**src/rtl/gcd_engine.sv**
```systemverilog
// Iterative GCD engine: subtractive Euclid or binary Stein, selected per job.
// One-cycle done pulse; result and iteration count held until the next completion.
module gcd_engine #(
    parameter int unsigned WIDTH = 16,
    parameter int unsigned CNT_W = 16
) (
    input  logic             clock,
    input  logic             reset_n,
    input  logic             start,
    input  logic [WIDTH-1:0] a_in,
    input  logic [WIDTH-1:0] b_in,
    input  logic             mode,
    output logic             ready,
    output logic             done,
    output logic [WIDTH-1:0] gcd_out,
    output logic [CNT_W-1:0] iter_count
);

    localparam int unsigned KW = $clog2(WIDTH) + 1;

    typedef enum logic [1:0] {StIdle, StCalc, StDone} state_e;

    state_e           state_q, state_d;
    logic [WIDTH-1:0] a_q, a_d;
    logic [WIDTH-1:0] b_q, b_d;
    logic [KW-1:0]    k_q, k_d;
    logic             mode_q, mode_d;
    logic [CNT_W-1:0] cnt_q, cnt_d;
    logic [WIDTH-1:0] gcd_q, gcd_d;
    logic [CNT_W-1:0] iter_q, iter_d;

    logic [WIDTH-1:0] diff_ab;
    logic [WIDTH-1:0] diff_ba;
    logic [WIDTH-1:0] a_shifted;
    logic [CNT_W-1:0] cnt_inc;

    // Only the difference with the larger operand as minuend is ever selected.
    assign diff_ab   = a_q - b_q;
    assign diff_ba   = b_q - a_q;
    assign a_shifted = a_q << k_q;
    assign cnt_inc   = (cnt_q == '1) ? cnt_q : cnt_q + CNT_W'(1);

    always_comb begin
        state_d = state_q;
        a_d     = a_q;
        b_d     = b_q;
        k_d     = k_q;
        mode_d  = mode_q;
        cnt_d   = cnt_q;
        gcd_d   = gcd_q;
        iter_d  = iter_q;

        case (state_q)
            StIdle: begin
                if (start) begin
                    if (a_in == '0 || b_in == '0) begin
                        gcd_d   = a_in | b_in;
                        iter_d  = '0;
                        state_d = StDone;
                    end else begin
                        a_d     = a_in;
                        b_d     = b_in;
                        k_d     = '0;
                        cnt_d   = '0;
                        mode_d  = mode;
                        state_d = StCalc;
                    end
                end
            end

            StCalc: begin
                if (a_q == b_q) begin
                    gcd_d   = mode_q ? a_shifted : a_q;
                    iter_d  = cnt_q;
                    state_d = StDone;
                end else begin
                    cnt_d = cnt_inc;
                    if (!mode_q) begin
                        if (a_q > b_q) a_d = diff_ab;
                        else           b_d = diff_ba;
                    end else if (!a_q[0] && !b_q[0]) begin
                        a_d = a_q >> 1;
                        b_d = b_q >> 1;
                        k_d = k_q + KW'(1);
                    end else if (!a_q[0]) begin
                        a_d = a_q >> 1;
                    end else if (!b_q[0]) begin
                        b_d = b_q >> 1;
                    end else if (a_q > b_q) begin
                        a_d = diff_ab;
                    end else begin
                        b_d = diff_ba;
                    end
                end
            end

            StDone: state_d = StIdle;

            default: state_d = StIdle;
        endcase
    end

    always_ff @(posedge clock or negedge reset_n) begin
        if (!reset_n) begin
            state_q <= StIdle;
            a_q     <= '0;
            b_q     <= '0;
            k_q     <= '0;
            mode_q  <= 1'b0;
            cnt_q   <= '0;
            gcd_q   <= '0;
            iter_q  <= '0;
        end else begin
            state_q <= state_d;
            a_q     <= a_d;
            b_q     <= b_d;
            k_q     <= k_d;
            mode_q  <= mode_d;
            cnt_q   <= cnt_d;
            gcd_q   <= gcd_d;
            iter_q  <= iter_d;
        end
    end

    assign ready      = (state_q == StIdle);
    assign done       = (state_q == StDone);
    assign gcd_out    = gcd_q;
    assign iter_count = iter_q;

endmodule

```
**config.mk**
```make
export PLATFORM = sky130hd
export DESIGN_NAME = gcd_engine
export DESIGN_NICKNAME = d
export VERILOG_FILES = /design/src/rtl/gcd_engine.sv
export SDC_FILE = /design/constraint.sdc
export NUM_CORES = 1
export LEC_CHECK = 0
export BUFFER_PORTS_ARGS = -buffer_cell sky130_fd_sc_hd__buf_2
export CAP_MARGIN = 30
export CORE_MARGIN = 5
export CORE_UTILIZATION = 52
export DETAILED_ROUTE_END_ITERATION = 10
export HOLD_SLACK_MARGIN = 0.02
export PLACE_DENSITY = 0.69
export SYNTH_ARGS = -nofsm -noshare
export SYNTH_HDL_FRONTEND = slang
export SYNTH_SLANG_ARGS = --single-unit
```
**constraint.sdc**
```tcl
create_clock -name clock -period 3.9 [get_ports clock]
set_input_delay 0.39 -clock clock [delete_from_list [all_inputs] [get_ports clock]]
set_output_delay 0.39 -clock clock [all_outputs]
set_load 0.01 [all_outputs]
```
==> flow_summary.json <==
{
  "ir_worst_vdd_mv": 0.627,
  "grt_pass1_wl_um": 37200,
  "crit_arrival_ns": 3.88,
  "die_width_um": 127,
  "top_layer_used": "met4",
  "firstDrtPassIters": 6,
  "final.period_utilization_pct": 92.7,
  "yosysTopAreaCellShare_pct": 31.1,
  "dp_hpwl_um": 18300,
  "r2r_start": "a_q[0]",
  "yosysMostFrequentCell": "dfrtp_1",
  "fin_tns_setup_ns": 0,
  "synth_nets": 894,
  "end_kind": "flip-flop",
  "drv_slew": 0,
  "avgSynthCellArea_um2": 8.64,
  "synth_edf_count": 0,
  "dpl_worst_slack_ns": 0.353,
  "met1Wirelength_um": 10600,
  "top_level_ports": 70,
  "maxSlewHeadroom_pct": 36.2,
  "cp-startpoint": "a_q[0]",
  "ys_ff_latch": 88,
  "numCtsBuffers": 9,
  "crit_path_start_kind": "flip-flop",
  "portBuffers": 69,
  "drcViolationCount": 0,
  "clock-sinks": 88,
  "worst_hold_slack_ns": 0.145,
  "htreeDepth": 3,
  "yosysSeqAreaShare_pct": 31.1,
  "netlist_instances": 821,
  "cts_tree": "done",
  "outcome": "finished, final reports clean",
  "fin_nets": 943,
  "drt_iter0_drc": 1091,
  "num_antenna_cells": 0,
  "crit_type": "flip-flop to flip-flop",
  "synth.distinct_cells": 74,
  "routed-wl-met3_um": 2450,
  "rsz0062_at_grt": "false",
  "multiInputGateArea_um2": 4440,
  "maxCapViolations": 0,
  "grt_pass1_vias": 6513,
  "antenna_found_initial": 0,
  "ctsLongestPathBuffers": 2,
  "place.gp.congestion": 0.982,
  "area_growth_pct": 11.9,
  "worstMarginPinSlew_ns": 0.957,
  "die_h_um": 127,
  "finalSetupViolCount": 0,
  "ctsResizeCount": 0,
  "synthesis.area_um2": 7090,
  "clk_latency_ns": 0.36,
  "wl_um": 23900,
  "period_needed_ns": 3.61,
  "layout-drive-gt1-share_pct": 17.3,
  "grt_start_max_net_pins": 64,
  "synth_top_area_cell": "dfrtp_1",
  "met2_length_um": 10400,
  "max_freq_mhz": 277,
  "hp-class": "primary input to async pin",
  "holdBufCountCts": 0,
  "async_flop_share_pct": 100,
  "hold_viol": 0,
  "grt.total_usage_pct": 29.3,
  "root_buffer": "clkbuf_16",
  "pwr_density_cell_nw_per_um2": 1040,
  "dieArea_um2": 16100,
  "cp_max_fo": 17,
  "yosys-top-cells-count": "88 x dfrtp_1, 68 x o21ai_0, 55 x nand2_1, 55 x nor2_1, 46 x inv_1",
  "crit_required_ns": 4.17,
  "final.setup.worst_slack_ns": 0.285,
  "fillers": 1218,
  "cts_setup_buffers": 0,
  "core_area_um2": 13300,
  "num_rows": 42,
  "synth_flop_cell": "dfrtp_1",
  "start_util_pct": 53.3,
  "clkTransAtPathRegs_ns": 0.07,
  "p_leak_nw": 3.69,
  "overflow": 0,
  "skew_ns": 0.00851,
  "seq_area_um2": 2200,
  "synth.area.top_cells": "dfrtp_1 31%, ha_1 6.2%, mux2i_1 4.8%, o21ai_0 4.8%, o31ai_1 3.6%",
  "vias": 6915,
  "ant_nets": 0,
  "avgViaCountPerCell": 6.58,
  "synth_warnings": 0,
  "wire_per_inst_um": 22.7
}
==> state kept, by name (all words and copies together), names as in the netlist <==
signal      cells
state_q         2
iter_count     16
k_q             5
cnt_q          16
b_q            16
gcd_out        16
a_q            16
mode_q          1
==> routing by layer <==
metal | up-vias | track usage, %
met5 | - | 0
met4 | 0 | 6.88
met3 | 37 | 5.59
met2 | 381 | 43.8
met1 | 3318 | 43.7
li1 | 3179 | -
==> worst paths after layout <==
kind | endpoint | depth (start not counted) | slack, ns
min in group clock | mode_q | 3 | 0.24
worst min register to register | gcd_out[1] | 2 | 0.48
worst min-delay path | gcd_out[14] | 1 | 0.15
worst max-delay path | b_q[10] | 12 | 0.29
worst max register to register | b_q[10] | 12 | 0.29
max in group asynchronous | cnt_q[4] | 2 | 2.86
==> cells in the final DEF, fill, tap and decap left out, types with 5 or more instances in the layout <==
cell / netlist / final
a221oi_1: 15 / 15
buf_4: 2 / 28
o2111ai_1: 5 / 5
a22o_1: 16 / 16
xor2_1: 14 / 14
a21o_1: 15 / 15
and3_1: 9 / 9
o2bb2ai_1: 10 / 10
o21ai_0: 68 / 68
mux4_2: 5 / 5
o22ai_1: 5 / 5
nand2b_1: 8 / 7
nor3_1: 11 / 11
inv_1: 46 / 46
nor2b_1: 7 / 6
a31oi_1: 9 / 9
xnor2_1: 15 / 15
dfrtp_1: 88 / 88
and2_1: 8 / 8
mux2_2: 6 / 6
clkbuf_16: 0 / 9
o31ai_2: 9 / 9
nor2_1: 55 / 55
nand3_1: 24 / 24
buf_2: 7 / 68
nand4_1: 15 / 15
a21oi_1: 45 / 45
nand2_1: 55 / 55
a211oi_1: 5 / 5
mux2i_1: 34 / 34
ha_1: 35 / 35
o31ai_1: 34 / 34
nor4_1: 10 / 10
or3_1: 8 / 8
==> final cells by class <==
cell class / count / area share (%)
multi-input cells: 625 / 56.0
flip-flops and latches: 88 / 27.8
repair buffers: 98 / 7.22
clock buffers: 10 / 3.01
well taps: 176 / 2.78
inverters: 48 / 2.27
clock inverters: 6 / 0.946
==> stage by stage <==
step	area (um2)	std cells	utilization, %	power [W]
after global routing	7930	1051	59.7	0.00879
after floorplan	7090	821	-	0.00576
after global placement	7600	1033	57.1	0.00703
final	7930	1051	59.7	0.00822
after CTS	7930	1051	59.7	0.00808
after detailed placement	7620	1035	57.3	0.00711
==> where the power goes <==
part	internal (W)	leakage, nW	switching [W]
Combinational	0.00240	2.41	0.00335
Sequential	0.00116	1.13	0.000374
Clock	0.000524	0.151	0.000413
==> cells by family after synthesis <==
logic type	after synthesis	share of synthesized area (%)
multiplexers	45	7.34
AO/OA/AOI/OAI	284	28.4
AND/OR/NAND/NOR	230	16.5
buffers and inverters	108	6.42
XOR/XNOR	29	3.58
adder cells (fa/ha/maj)	37	6.74
flip-flops	88	31.1
==> critical path, cell delays in order (launching register included) <==
cell	delay, ns
dfrtp_1	0.52
inv_1	0.26
ha_1	0.22
inv_1	0.05
fa_1	0.44
a211oi_2	0.24
o21ai_1	0.14
a31oi_2	0.33
o211ai_2	0.17
and3_4	0.29
or2_1	0.37
buf_4	0.23
o31ai_2	0.25
Power figures use the tool's default switching activity.
